--- src/rtl/ram_bist_pkg.sv ---
// Shared types and defaults for the RAM write/read-back BIST sequencer.
// Latency: n/a (declarations only).
// Backpressure: n/a.
package ram_bist_pkg;

  localparam int         BIST_DATA_W   = 8;
  localparam int         BIST_ADDR_W   = 8;
  localparam int         BIST_DEPTH    = 256;
  localparam int         BIST_READ_LAT = 2;
  localparam logic [7:0] BIST_SEED     = 8'h5A;

  // Sequencer phases, in the order a test walks through them.
  typedef enum logic [2:0] {
    IDLE,
    WRITE,
    READ,
    DRAIN,
    DONE
  } bist_state_t;

endpackage

--- src/rtl/ram_bist_dly.sv ---
// Delay line pairing each issued read address with the RAM data that answers it.
// Latency: LAT cycles from in_vld/in_addr to out_vld/out_addr.
// Backpressure: none; shifts every cycle, synchronous clr empties every stage.
module ram_bist_dly
  import ram_bist_pkg::*;
#(
  parameter int ADDR_W = BIST_ADDR_W,
  parameter int LAT    = BIST_READ_LAT
) (
  input  logic              clk,
  input  logic              rst_n,
  input  logic              clr,
  input  logic              in_vld,
  input  logic [ADDR_W-1:0] in_addr,
  output logic              out_vld,
  output logic [ADDR_W-1:0] out_addr
);

  logic [LAT-1:0]    vld_sr;
  logic [ADDR_W-1:0] addr_sr [LAT];

  // Shift {valid, addr} one stage per cycle; clr drops everything in flight.
  always_ff @(posedge clk or negedge rst_n) begin
    if (!rst_n) begin
      vld_sr <= '0;
      for (int i = 0; i < LAT; i++) addr_sr[i] <= '0;
    end else if (clr) begin
      vld_sr <= '0;
      for (int i = 0; i < LAT; i++) addr_sr[i] <= '0;
    end else begin
      vld_sr[0]  <= in_vld;
      addr_sr[0] <= in_addr;
      for (int i = 1; i < LAT; i++) begin
        vld_sr[i]  <= vld_sr[i-1];
        addr_sr[i] <= addr_sr[i-1];
      end
    end
  end

  assign out_vld  = vld_sr[LAT-1];
  assign out_addr = addr_sr[LAT-1];

endmodule

--- src/rtl/ram_bist_ctrl.sv ---
// Fills one RAM port with an address-derived pattern, reads it back and checks q.
// Latency: done rises 2*DEPTH+READ_LAT+1 cycles after start is accepted.
// Backpressure: none; start is only honoured in IDLE/DONE. Error log: RAM_BIST_ERRLOG_EN.
module ram_bist_ctrl
  import ram_bist_pkg::*;
#(
  parameter int              DATA_W   = BIST_DATA_W,
  parameter int              ADDR_W   = BIST_ADDR_W,
  parameter int              DEPTH    = BIST_DEPTH,
  parameter int              READ_LAT = BIST_READ_LAT,
  parameter logic [DATA_W-1:0] SEED   = DATA_W'(BIST_SEED)
) (
  input  logic              clk,
  input  logic              rst_n,
  input  logic              start,
  input  logic [DATA_W-1:0] q,
  output logic [ADDR_W-1:0] address,
  output logic [DATA_W-1:0] data,
  output logic              wren,
  output logic              busy,
  output logic              done,
  output logic              pass,
  output logic [ADDR_W:0]   err_cnt,
  output logic [ADDR_W-1:0] err_addr
);

  localparam logic [ADDR_W-1:0] LAST_ADDR  = ADDR_W'(DEPTH - 1);
  localparam logic [2:0]        DRAIN_LAST = 3'(READ_LAT - 1);

  // Expected word for an address: address (zero-extended or truncated) plus SEED.
  function automatic logic [DATA_W-1:0] pattern(input logic [ADDR_W-1:0] a);
    return DATA_W'(a) + SEED;
  endfunction

  bist_state_t       state, state_nxt;
  logic [ADDR_W-1:0] addr_nxt;
  logic [DATA_W-1:0] data_nxt;
  logic              wren_nxt;
  logic              busy_nxt;
  logic              done_nxt;
  logic [2:0]        drain_cnt, drain_cnt_nxt;
  logic              accept;
  logic              push;
  logic              finish;

  logic              dly_vld;
  logic [ADDR_W-1:0] dly_addr;
  logic              mismatch;
  logic              errs_seen;

  // Next-state and next-output decode; outputs are registered below.
  always_comb begin
    state_nxt     = state;
    addr_nxt      = address;
    data_nxt      = data;
    wren_nxt      = wren;
    busy_nxt      = busy;
    done_nxt      = done;
    drain_cnt_nxt = drain_cnt;
    accept        = 1'b0;
    push          = 1'b0;
    finish        = 1'b0;
    unique case (state)
      IDLE, DONE: begin
        if (start) begin
          accept    = 1'b1;
          state_nxt = WRITE;
          addr_nxt  = '0;
          data_nxt  = pattern('0);
          wren_nxt  = 1'b1;
          busy_nxt  = 1'b1;
          done_nxt  = 1'b0;
        end
      end
      WRITE: begin
        if (address == LAST_ADDR) begin
          // Explicit clear keeps DEPTH == 2**ADDR_W from relying on wrap.
          state_nxt = READ;
          addr_nxt  = '0;
          data_nxt  = '0;
          wren_nxt  = 1'b0;
        end else begin
          addr_nxt = address + 1'b1;
          data_nxt = pattern(address + 1'b1);
        end
      end
      READ: begin
        push = 1'b1;
        if (address == LAST_ADDR) begin
          state_nxt     = DRAIN;
          drain_cnt_nxt = '0;
        end else begin
          addr_nxt = address + 1'b1;
        end
      end
      DRAIN: begin
        if (drain_cnt == DRAIN_LAST) begin
          state_nxt = DONE;
          busy_nxt  = 1'b0;
          done_nxt  = 1'b1;
          finish    = 1'b1;
        end else begin
          drain_cnt_nxt = drain_cnt + 3'd1;
        end
      end
      default: state_nxt = IDLE;
    endcase
  end

  // State and RAM-facing output registers.
  always_ff @(posedge clk or negedge rst_n) begin
    if (!rst_n) begin
      state     <= IDLE;
      address   <= '0;
      data      <= '0;
      wren      <= 1'b0;
      busy      <= 1'b0;
      done      <= 1'b0;
      drain_cnt <= '0;
    end else begin
      state     <= state_nxt;
      address   <= addr_nxt;
      data      <= data_nxt;
      wren      <= wren_nxt;
      busy      <= busy_nxt;
      done      <= done_nxt;
      drain_cnt <= drain_cnt_nxt;
    end
  end

  ram_bist_dly #(
    .ADDR_W (ADDR_W),
    .LAT    (READ_LAT)
  ) u_dly (
    .clk      (clk),
    .rst_n    (rst_n),
    .clr      (accept),
    .in_vld   (push),
    .in_addr  (address),
    .out_vld  (dly_vld),
    .out_addr (dly_addr)
  );

  assign mismatch = dly_vld && (q != pattern(dly_addr));

`ifdef RAM_BIST_ERRLOG_EN
  logic [ADDR_W:0]   err_cnt_q;
  logic [ADDR_W-1:0] err_addr_q;

  // Saturating mismatch count; the address is captured on the first miss only.
  always_ff @(posedge clk or negedge rst_n) begin
    if (!rst_n) begin
      err_cnt_q  <= '0;
      err_addr_q <= '0;
    end else if (accept) begin
      err_cnt_q  <= '0;
      err_addr_q <= '0;
    end else if (mismatch) begin
      if (err_cnt_q == '0) err_addr_q <= dly_addr;
      if (err_cnt_q != '1) err_cnt_q <= err_cnt_q + 1'b1;
    end
  end

  assign err_cnt   = err_cnt_q;
  assign err_addr  = err_addr_q;
  assign errs_seen = (err_cnt_q != '0);
`else
  logic fail_q;

  // Sticky flag: any mismatch since the last accepted start.
  always_ff @(posedge clk or negedge rst_n) begin
    if (!rst_n) begin
      fail_q <= 1'b0;
    end else if (accept) begin
      fail_q <= 1'b0;
    end else if (mismatch) begin
      fail_q <= 1'b1;
    end
  end

  assign err_cnt   = '0;
  assign err_addr  = '0;
  assign errs_seen = fail_q;
`endif

  // Verdict is taken on the DONE edge and includes the final compare of that edge.
  always_ff @(posedge clk or negedge rst_n) begin
    if (!rst_n) begin
      pass <= 1'b0;
    end else if (accept) begin
      pass <= 1'b0;
    end else if (finish) begin
      pass <= !(errs_seen || mismatch);
    end
  end

endmodule

--- config.mk ---
export PLATFORM = sky130hd
export DESIGN_NAME = ram_bist_ctrl
export DESIGN_NICKNAME = d
export VERILOG_FILES = /design/src/rtl/ram_bist_pkg.sv /design/src/rtl/ram_bist_dly.sv /design/src/rtl/ram_bist_ctrl.sv
export SDC_FILE = /design/constraint.sdc
export NUM_CORES = 1
export LEC_CHECK = 0
export BUFFER_PORTS_ARGS = -buffer_cell sky130_fd_sc_hd__buf_2
export CAP_MARGIN = 30
export CORE_MARGIN = 10
export CORE_UTILIZATION = 41
export DETAILED_ROUTE_END_ITERATION = 16
export PLACE_DENSITY = 0.58
export SYNTH_ARGS = -nofsm -noshare
export SYNTH_HDL_FRONTEND = slang
export SYNTH_SLANG_ARGS = --single-unit
export TNS_END_PERCENT = 30
--- constraint.sdc ---
create_clock -name clk -period 2.8 [get_ports clk]
set_input_delay 0.28 -clock clk [delete_from_list [all_inputs] [get_ports clk]]
set_output_delay 0.28 -clock clk [all_outputs]
set_load 0.03 [all_outputs]
* Yosys cells after proc, flatten, opt, wreduce, memory -nomap -nowiden
Cells that the tools add are included.
** Word-level totals
- Logic and storage cells :: 80
- Bits of input ports :: 11
- Bits in registers :: 45
** Operators by class
- Reductions and logical operators :: 17
- Mux-type cells :: 34
- Add/subtract/negate cells :: 4
- Equal/unequal tests :: 13
** Operators by type and width (count)
- $mux W8 :: 5
- $pmux W8 S3 :: 1
- $mux W3 :: 6
- $add A8 B7 Y8 const B :: 2
- $mux W16 :: 1
- $pmux W8 S2 :: 1
- $mux W1 :: 14
- $ne A2 B2 Y1 const B :: 6
- $pmux W3 S4 :: 1
- $reduce_and A3 Y1 :: 4
- $reduce_bool A2 Y1 :: 5
- $add A8 B1 Y8 const B :: 1
- $eq A8 B8 Y1 const B :: 1
- $ne A8 B8 Y1 :: 1
- $eq A3 B1 Y1 const B :: 2
- $eq A3 B2 Y1 const B :: 2
- $pmux W1 S2 :: 3
- $pmux W3 S2 :: 1
- $reduce_and A4 Y1 :: 1
- $add A3 B1 Y3 const B :: 1
- $eq A3 B3 Y1 const B :: 1
- $logic_not A3 Y1 :: 1
- $reduce_bool A3 Y1 :: 1
- $mux W2 :: 1
- other kinds (5) :: 5

* Longest topological paths before layout
Gate-level depths: netlist (run 1).
- Word-level depth :: 7
- Gate-level depth with buffers :: 9
- Mapped depth without buffers :: 8

* Hierarchy
From an unflattened synthesis (run 1), not the netlist that was laid out.
** Unflattened totals
- Cell total of the unflattened synthesis :: 242
- Area total of the unflattened synthesis :: 2454.9 um^2
** By module, submodules not included
- ram_bist_ctrl :: times used 1, area each 1815.5 um^2, cells each 197
- ram_bist_dly :: times used 1, area each 639.4 um^2, cells each 45

* Least setup slack after synthesis (run 1)
Ideal clock, no wire load.
- Kind :: flip-flop to flip-flop
- Start :: register address[0]
- End :: register data[7]
- Library setup time :: 135 ps
- Setup slack :: 450 ps
- Arrival :: 2215 ps
- Cell stages (with the launch flop) :: 10
- Path through :: dfrtp_1 ha_1 buf_2 xor2_1 ha_1 a21oi_1 o2111a_1 o32ai_1 mux2i_1 o311ai_1
** Between the ends
- Longest elaborated chain between the ends :: 4
** Ends and longest elaborated chain
- from (decl) :: RTL line ram_bist_ctrl.sv:17 : output logic [ADDR_W-1:0] address,
- from (signal assigned) :: RTL line ram_bist_ctrl.sv:122 : address <= addr_nxt;
- $add A8 B1 Y8 :: RTL line ram_bist_ctrl.sv:84 : data_nxt = pattern(address + 1'b1);
- $add A8 B7 Y8 :: RTL line ram_bist_ctrl.sv:32 : return DATA_W'(a) + SEED;
- $mux W8 * :: RTL line ram_bist_ctrl.sv:76 : if (address == LAST_ADDR) begin
- $pmux W8 S2 * :: RTL line ram_bist_ctrl.sv:63 : unique case (state)
- to (signal assigned) :: RTL line ram_bist_ctrl.sv:123 : data <= data_nxt;
- to (decl) :: RTL line ram_bist_ctrl.sv:18 : output logic [DATA_W-1:0] data,
Mark *: on every way between the ends. The rest lies on a longest branch, timed or not.
A chain may end at the register's enable or synchronous reset.

* Worst setup path in the final report (run 1)
Same ends and word-level chain as after synthesis.

==> results of run 1 <==
==> kinds of logic (layout without fill, tap and decap cells) <==
group,Yosys count,in the layout,share of synthesized area (%)
multiplexers,2,2,0.839
adder cells (fa/ha/maj),5,5,2.47
flip-flops,45,45,44.4
AO/OA/AOI/OAI,62,62,17.0
AND/OR/NAND/NOR,98,98,19.7
XOR/XNOR,18,18,6.22
buffers and inverters,38,44,9.18
other,1,17,0.148
==> sequential cells by signal, indices dropped and copies added (netlist names) <==
register and count:
data 8, busy 1, drain_cnt 3, u_dly.vld_sr 2
state 3, u_dly.addr_sr 8, pass 1, address 8
errs_seen 1, wren 1, done 1, u_dly.out_addr 8
==> per-stage QoR <==
stage	hold WS, ns	util (%)	total power [mW]
after floorplan	-0.0156	-	2.01
after global placement	0.430	44.0	2.26
after detailed placement	0.228	44.3	2.27
after CTS	0.168	46.8	2.87
after global routing	0.197	46.8	3.05
final	0.178	46.8	2.83
==> layout make-up <==
| type | count | share of cell area, % |
|---|---|---|
| sequential | 45 | 40.4 |
| inverter | 4 | 0.538 |
| multi-input combinational | 202 | 44.3 |
| timing repair buffer | 32 | 6.46 |
| clock inverter | 3 | 2.47 |
| clock buffer | 5 | 2.47 |
| tap | 75 | 3.36 |
==> cells in the mapped netlist, types with 4 or more instances <==
master | instances | area (um^2)
dfrtp_1 | 45 | 1130
nand2_1 | 28 | 105
and2_1 | 19 | 119
buf_4 | 19 | 143
nor2_1 | 19 | 71.3
o21ai_0 | 19 | 95.1
a21oi_1 | 11 | 55.1
xnor2_1 | 9 | 78.8
xor2_1 | 9 | 78.8
clkbuf_1 | 7 | 26.3
nand3_1 | 7 | 35.0
o31ai_1 | 6 | 45.0
buf_2 | 5 | 25.0
ha_1 | 5 | 62.6
nor3_1 | 5 | 25.0
inv_1 | 4 | 15.0
==> repair_timing <==
action / in CTS / in global routing
hold buffers: 1 / 0
endpoints found under the hold margin: 15 / 0
gates resized for setup: 0 / 0
==> metal layers <==
layer,part of all wire [%],global-route usage (%)
met5,0,0
met4,1.7,3.53
met3,8.1,4.12
met2,44,16.4
met1,46,13.9
==> how the worst max path moves through the flow <==
stage,start,to,slack [ns],depth (start not counted)
2_1_floorplan,address[0],data[7],0.45,9
3_3_place_gp,address[0],data[7],0.46,8
3_5_place_dp,address[0],data[7],0.40,8
4_1_cts,address[0],data[7],0.36,8
5_1_grt,address[0],data[7],0.14,8
6_report,address[0],data[7],0.36,8
==> report_power, final <==
part	leakage (nW)	internal (mW)	switching (mW)
clock network	0.0687	0.359	0.220
registers	0.565	0.837	0.219
logic	0.643	0.506	0.689
==> layout by cell type (no fill, tap or decap), types with 7 or more instances in the layout <==
cell type,n
nand2_1,28
buf_2,30
o21ai_0,19
xnor2_1,9
nor2_1,19
conb_1,17
nand3_1,7
xor2_1,9
and2_1,19
dfrtp_1,45
a21oi_1,11
==> impl_summary.log, run 1 <==
INFO  metric routed-via-count = 1899
INFO  metric power_per_cell_area = 1010 nW/um^2
INFO  metric crit-reg2reg-capture = data[7]
INFO  metric critPathArrivalTime = 2.60 ns
INFO  metric synth_enable_flop_cells = 0
INFO  metric number_of_global_route_vias_before_repair = 1797
INFO  metric cts_setup_buffers = 0
INFO  metric boundaryPins = 48
INFO  metric critical_path.max_fanout = 9
INFO  metric critical_path.cell_chain = ha_1 > xor2_1 > ha_1 > a21oi_1 > o2111a_1 > o32ai_1 > mux2i_1 > o311ai_1
INFO  metric final-instance-count-excl-fill = 366
INFO  metric fin_setup_tns = 0 ns
INFO  metric filler_instances = 588
INFO  metric top_flip_flop_cell_by_instance_count_after_synthesis = dfrtp_1
INFO  metric grt.overflow.total = 0
INFO  metric vdd_ir_drop_max = 0.602 mV
INFO  metric worst_ep_required_time = 2.96 ns
INFO  metric clock_sinks = 45
INFO  metric worst_slew_margin_rel = 61.4%
INFO  metric globalplace.congestion = 0.824
INFO  metric synth_seq_cells = 45
INFO  metric worst-setup-path-type = reg2reg
INFO  metric share_of_final_layout_standard_cells_stronger_than_drive_strength_1 = 16.5%
INFO  metric synth_warnings = 0
INFO  metric worstSkewPairLatency = 0.29 ns
INFO  metric post-route-drc-count = 0
INFO  metric worst-slew-pin-transition = 0.578 ns
INFO  metric mappedNetlistArea = 2530 um^2
INFO  metric outcome = finished, final reports clean
INFO  metric placed_cell_area = 2640 um^2
INFO  metric worst-r2r-cell-count = 8
INFO  metric cpMostUsedCell = ha_1
INFO  metric max_cap_viol_count = 0
INFO  metric antenna_found_initial = 0
INFO  metric dieHeight = 98.6 um
INFO  metric multi_input_comb_area = 1240 um^2
INFO  metric post_synth_num_cell_types = 53
INFO  metric timing.critical_path.slowest_cell_delay = 0.49 ns
INFO  metric drt_first_iter_violations = 38
INFO  metric reg2reg_slack = 0.36 ns
INFO  metric n_antenna_cell = 0
INFO  metric design.core.area = 5960 um^2
INFO  metric place_worst_setup_slack = 0.399 ns
INFO  metric syn-mean-instance-area = 9.42 um^2
INFO  metric cts_tree = yes
INFO  metric die_footprint = 9730 um^2
INFO  metric vias_per_instance = 5.19
INFO  metric synth-async-reset-ratio = 100%
INFO  metric leakage_power_of_the_design = 1.28 nW
INFO  metric grtUsageTotal = 10.8%
INFO  metric r2r-start = address[0]
INFO  metric cpLargestDelayFamily = compound AO/OA/AOI/OAI gates
INFO  metric fin_ws = 0.362 ns
INFO  metric endpoint_kind = register
INFO  metric timing.final.hold_violations = 0
INFO  metric final_antenna_net_count = 0
INFO  metric layout_min_cycle_time = 2.44 ns
INFO  metric die_width = 98.6 um
INFO  metric floorplan.initialDensity = 42.6%
INFO  metric cell_chosen_for_the_clock_root = clkbuf_8
INFO  metric worstHoldEndpoint = state[2]
INFO  metric finish.net_count = 306
INFO  metric unrepaired_setup_endpoints_after_global_routing = no
INFO  metric area_growth_syn_to_fin = 10.0%
INFO  metric port_buffers = 30
INFO  metric post_drt_wl_per_cell = 14.6 um
INFO  metric maxSlewViolCount = 0
INFO  metric final_min_period_over_clock_period = 87.1%
INFO  metric post-dp-hpwl = 3.99 mm
INFO  metric synth_cells = 269
INFO  metric final_cell_area = 2790 um^2
INFO  metric ff_latch_area = 1130 um^2
INFO  metric synth_seq_area_share = 44.4%
INFO  metric grt_max_degree = 31
INFO  metric clock_slew_at_reported_path_ffs = 0.09 ns
INFO  metric clock_path_buffers = 2
INFO  metric achievable-frequency = 410 MHz
INFO  metric post-place-cells = 357
INFO  metric crit_path_start_kind = register
INFO  metric final.setup_skew = 0.00685 ns
INFO  metric site_rows = 28
INFO  metric cts-htree-levels = 2
INFO  metric holdPathStages = 2
INFO  metric number_of_iterations_in_the_first_detailed_routing_pass = 4
INFO  metric timing.final.setup_violations = 0
INFO  metric holdCritPathClass = in2reg
INFO  metric worst_path_max_delay_cell = dfrtp_1
INFO  metric crit_buf_inv = 0
INFO  metric global_route_wire_length_before_repair = 8.93 mm
INFO  metric numCtsBuffers = 5
INFO  metric timing.hold.worst.start = start
INFO  metric wirelength_routed = 5.34 mm
(Power assumes the default switching activity.)
==> inputs of run 2 (changes only) <==
- CELL_PAD_IN_SITES_DETAIL_PLACEMENT: default -> 1
- CELL_PAD_IN_SITES_GLOBAL_PLACEMENT: default -> 2
- CORE_UTILIZATION: 41 -> 34
- PLACE_DENSITY: 0.58 -> 0.76
==> run 2 against run 1 <==
Cell area is 0.40% higher. Flip-flop and latch count unchanged. Sequential power barely moved. Sequential share of layout area down 0.16 points.
==> impl_summary.log, run 2 (synthesis results as in run 1) <==
INFO  metric outcome = finished, final reports clean
INFO  metric critical_path.max_fanout = 9 (unchanged)
INFO  metric final_min_period_over_clock_period = 88.5% (+1.4 points)
INFO  metric cts-htree-levels = 2 (unchanged)
INFO  metric timing.final.setup_violations = 0 (unchanged)
INFO  metric p_int = 1.61 mW (-5.4%)
INFO  metric timing.hold.worst.start = start
INFO  metric clock_path_buffers = 2 (unchanged)
INFO  metric resized_gates_after_cts = 0 (unchanged)
INFO  metric max_cap_viol_count = 0 (unchanged)
INFO  metric switching_share = 41.5% (+1.6 points)
INFO  metric endpoint_kind = register
INFO  metric unrepaired_setup_endpoints_after_global_routing = no
INFO  metric power.switching = 1.14 mW (+1.1%)
INFO  metric die_width = 106 um (+7.8%)
INFO  metric fin_setup_tns = 0 ns (unchanged)
INFO  metric wirelength_routed = 6.21 mm (+16%)
INFO  metric clock_slew_at_reported_path_ffs = 0.09 ns (about the same)
INFO  metric r2r-start = address[0]
INFO  metric worst-r2r-cell-count = 8 (unchanged)
INFO  metric vias_per_instance = 4.91 (-5.5%)
INFO  metric clock_sinks = 45 (unchanged)
INFO  metric number_of_iterations_in_the_first_detailed_routing_pass = 4 (unchanged)
INFO  metric post-dp-hpwl = 4.65 mm (+17%)
INFO  metric worst_ep_required_time = 2.96 ns (about the same)
INFO  metric leakage_power_of_the_design = 1.27 nW (-0.32%)
INFO  metric layout_min_cycle_time = 2.48 ns (+0.0396 ns)
INFO  metric final.setup_skew = 0.00630 ns (-0.000551 ns)
INFO  metric holdPathStages = 2 (unchanged)
INFO  metric worst-setup-path-type = reg2reg
INFO  metric holdCritPathClass = in2reg
INFO  metric sequentialPowerShare = 38.2% (+0.9 points)
INFO  metric most-common-layout-cells = dfrtp_1, buf_2, nand2_1
INFO  metric place_worst_setup_slack = 0.309 ns (-0.0906 ns)
INFO  metric achievable-frequency = 404 MHz (-1.6%)
INFO  metric number_of_global_route_vias_before_repair = 1953 (+8.7%)
INFO  metric reg2reg_slack = 0.32 ns (-0.04 ns)
INFO  metric site_rows = 31 (+11%)
INFO  metric maxSlewViolCount = 0 (unchanged)
INFO  metric drt_first_iter_violations = 97 (+160%)
INFO  metric grt.overflow.total = 0 (unchanged)
INFO  metric fin_ws = 0.322 ns (-0.0396 ns)
INFO  metric antenna_found_initial = 0 (unchanged)
INFO  metric worst-slew-pin-transition = 0.569 ns (-0.00940 ns)
INFO  metric crit_path_start_kind = register
INFO  metric pwr-share-comb = 44.4% (+2.2 points)
INFO  metric design.core.area = 7250 um^2 (+22%)
INFO  metric power_per_cell_area = 982 nW/um^2 (-3.2%)
INFO  metric grt_max_degree = 34 (+9.7%)
INFO  metric port_buffers = 30 (unchanged)
INFO  metric global_route_wire_length_before_repair = 10.2 mm (+14%)
INFO  metric finish.net_count = 308 (+0.65%)
INFO  metric worstHoldEndpoint = state[2]
INFO  metric cell_chosen_for_the_clock_root = clkbuf_8
INFO  metric crit-reg2reg-capture = data[7]
INFO  metric globalplace.congestion = 0.791 (-4.0%)
INFO  metric worstSkewPairLatency = 0.30 ns (about the same)
INFO  metric die_footprint = 11300 um^2 (+16%)
INFO  metric vdd_ir_drop_max = 0.439 mV (-27%)
INFO  metric timing.final.hold_violations = 0 (unchanged)
INFO  metric grtUsageTotal = 11.1% (+0.22 points)
INFO  metric dieHeight = 106 um (+7.8%)
INFO  metric layout_commonest_cell = dfrtp_1
INFO  metric share_of_final_layout_standard_cells_stronger_than_drive_strength_1 = 16.8% (+0.29 points)
INFO  metric routed-via-count = 1918 (+1.0%)
INFO  metric clock_power_share = 17.4% (-3.1 points)
INFO  metric boundaryPins = 48 (unchanged)
INFO  metric critPathArrivalTime = 2.64 ns (+0.04 ns)
INFO  metric n_antenna_cell = 0 (unchanged)
INFO  metric post-route-drc-count = 0 (unchanged)
INFO  metric worst_slew_margin_rel = 62.0% (+0.63 points)
INFO  metric floorplan.initialDensity = 34.9% (-7.6 points)
INFO  metric post_drt_wl_per_cell = 15.9 um (+8.9%)
INFO  metric final_antenna_net_count = 0 (unchanged)
INFO  metric cts_tree = yes
INFO  metric numCtsBuffers = 5 (unchanged)
INFO  metric area_growth_syn_to_fin = 10.5%
## run 2: cell types whose count changed in the layout (fill, tap and decap cells not counted), sizes merged
cell    delta
buf        +2
bufinv     -1
clkinv     +1
inv        -1
## run 2: stage by stage
stage                     total power [mW]  instances  hold slack (ns)  instance area [um^2]  utilization (%)
after global routing                  2.96        391            0.187                  2800             38.6
after detailed placement              2.30        383            0.210                  2690             37.0
final                                 2.75        391            0.178                  2800             38.6
after floorplan                       2.01        285          -0.0156                  2590                -
after global placement                2.27        382            0.431                  2670             36.8
after CTS                             2.79        391            0.176                  2800             38.6
## run 2: power groups by stage
stage / combinational, mW / sequential [mW] / clock (mW)
after detailed placement: 1.23 / 1.06 / 0
after floorplan: 0.855 / 1.16 / 0
after global routing: 1.36 / 1.09 / 0.521
after CTS: 1.25 / 1.05 / 0.494
after global placement: 1.22 / 1.05 / 0
final: 1.22 / 1.05 / 0.478
## run 2: worst max-delay path, cell delays in order, from the launching register on
cell and delay (ns):
dfrtp_1 0.48, ha_1 0.38, xor2_1 0.18, ha_1 0.27, a21oi_1 0.08, o2111a_1 0.25
o32ai_1 0.31, mux2i_1 0.26, o311ai_1 0.13
## run 2: what timing repair did
item | in CTS | in global routing
hold buffers | 1 | 0
setup buffers | 0 | 0
endpoints found under the hold margin | 12 | 0
## run 2: cell type report
| type | count | area [um^2] |
|---|---|---|
| Clock buffer | 5 | 68.8 |
| Clock inverter | 2 | 35.0 |
| Fill cell | 870 | 4450 |
| Inverter | 4 | 15.0 |
| Multi-Input combinational cell | 202 | 1240 |
| Sequential cell | 45 | 1130 |
| Tap cell | 99 | 124 |
| Timing Repair Buffer | 34 | 195 |
## run 2: how the worst max path moves through the flow
stage	startpoint	end	slack, ns
CTS	address[0]	data[7]	0.30
finish	address[0]	data[7]	0.32
detailed placement	address[0]	data[7]	0.31
global route	address[0]	data[7]	0.07
floorplan	address[0]	data[7]	0.45
global placement	address[0]	data[7]	0.44
## run 2: metal layers
layer,up-vias,GRT usage (%),part of all wire [%]
li1,938,-,-
met1,939,13.6,46
met2,36,18.1,47
met3,5,3.44,5.7
met4,0,3.48,1.2
met5,-,0,0
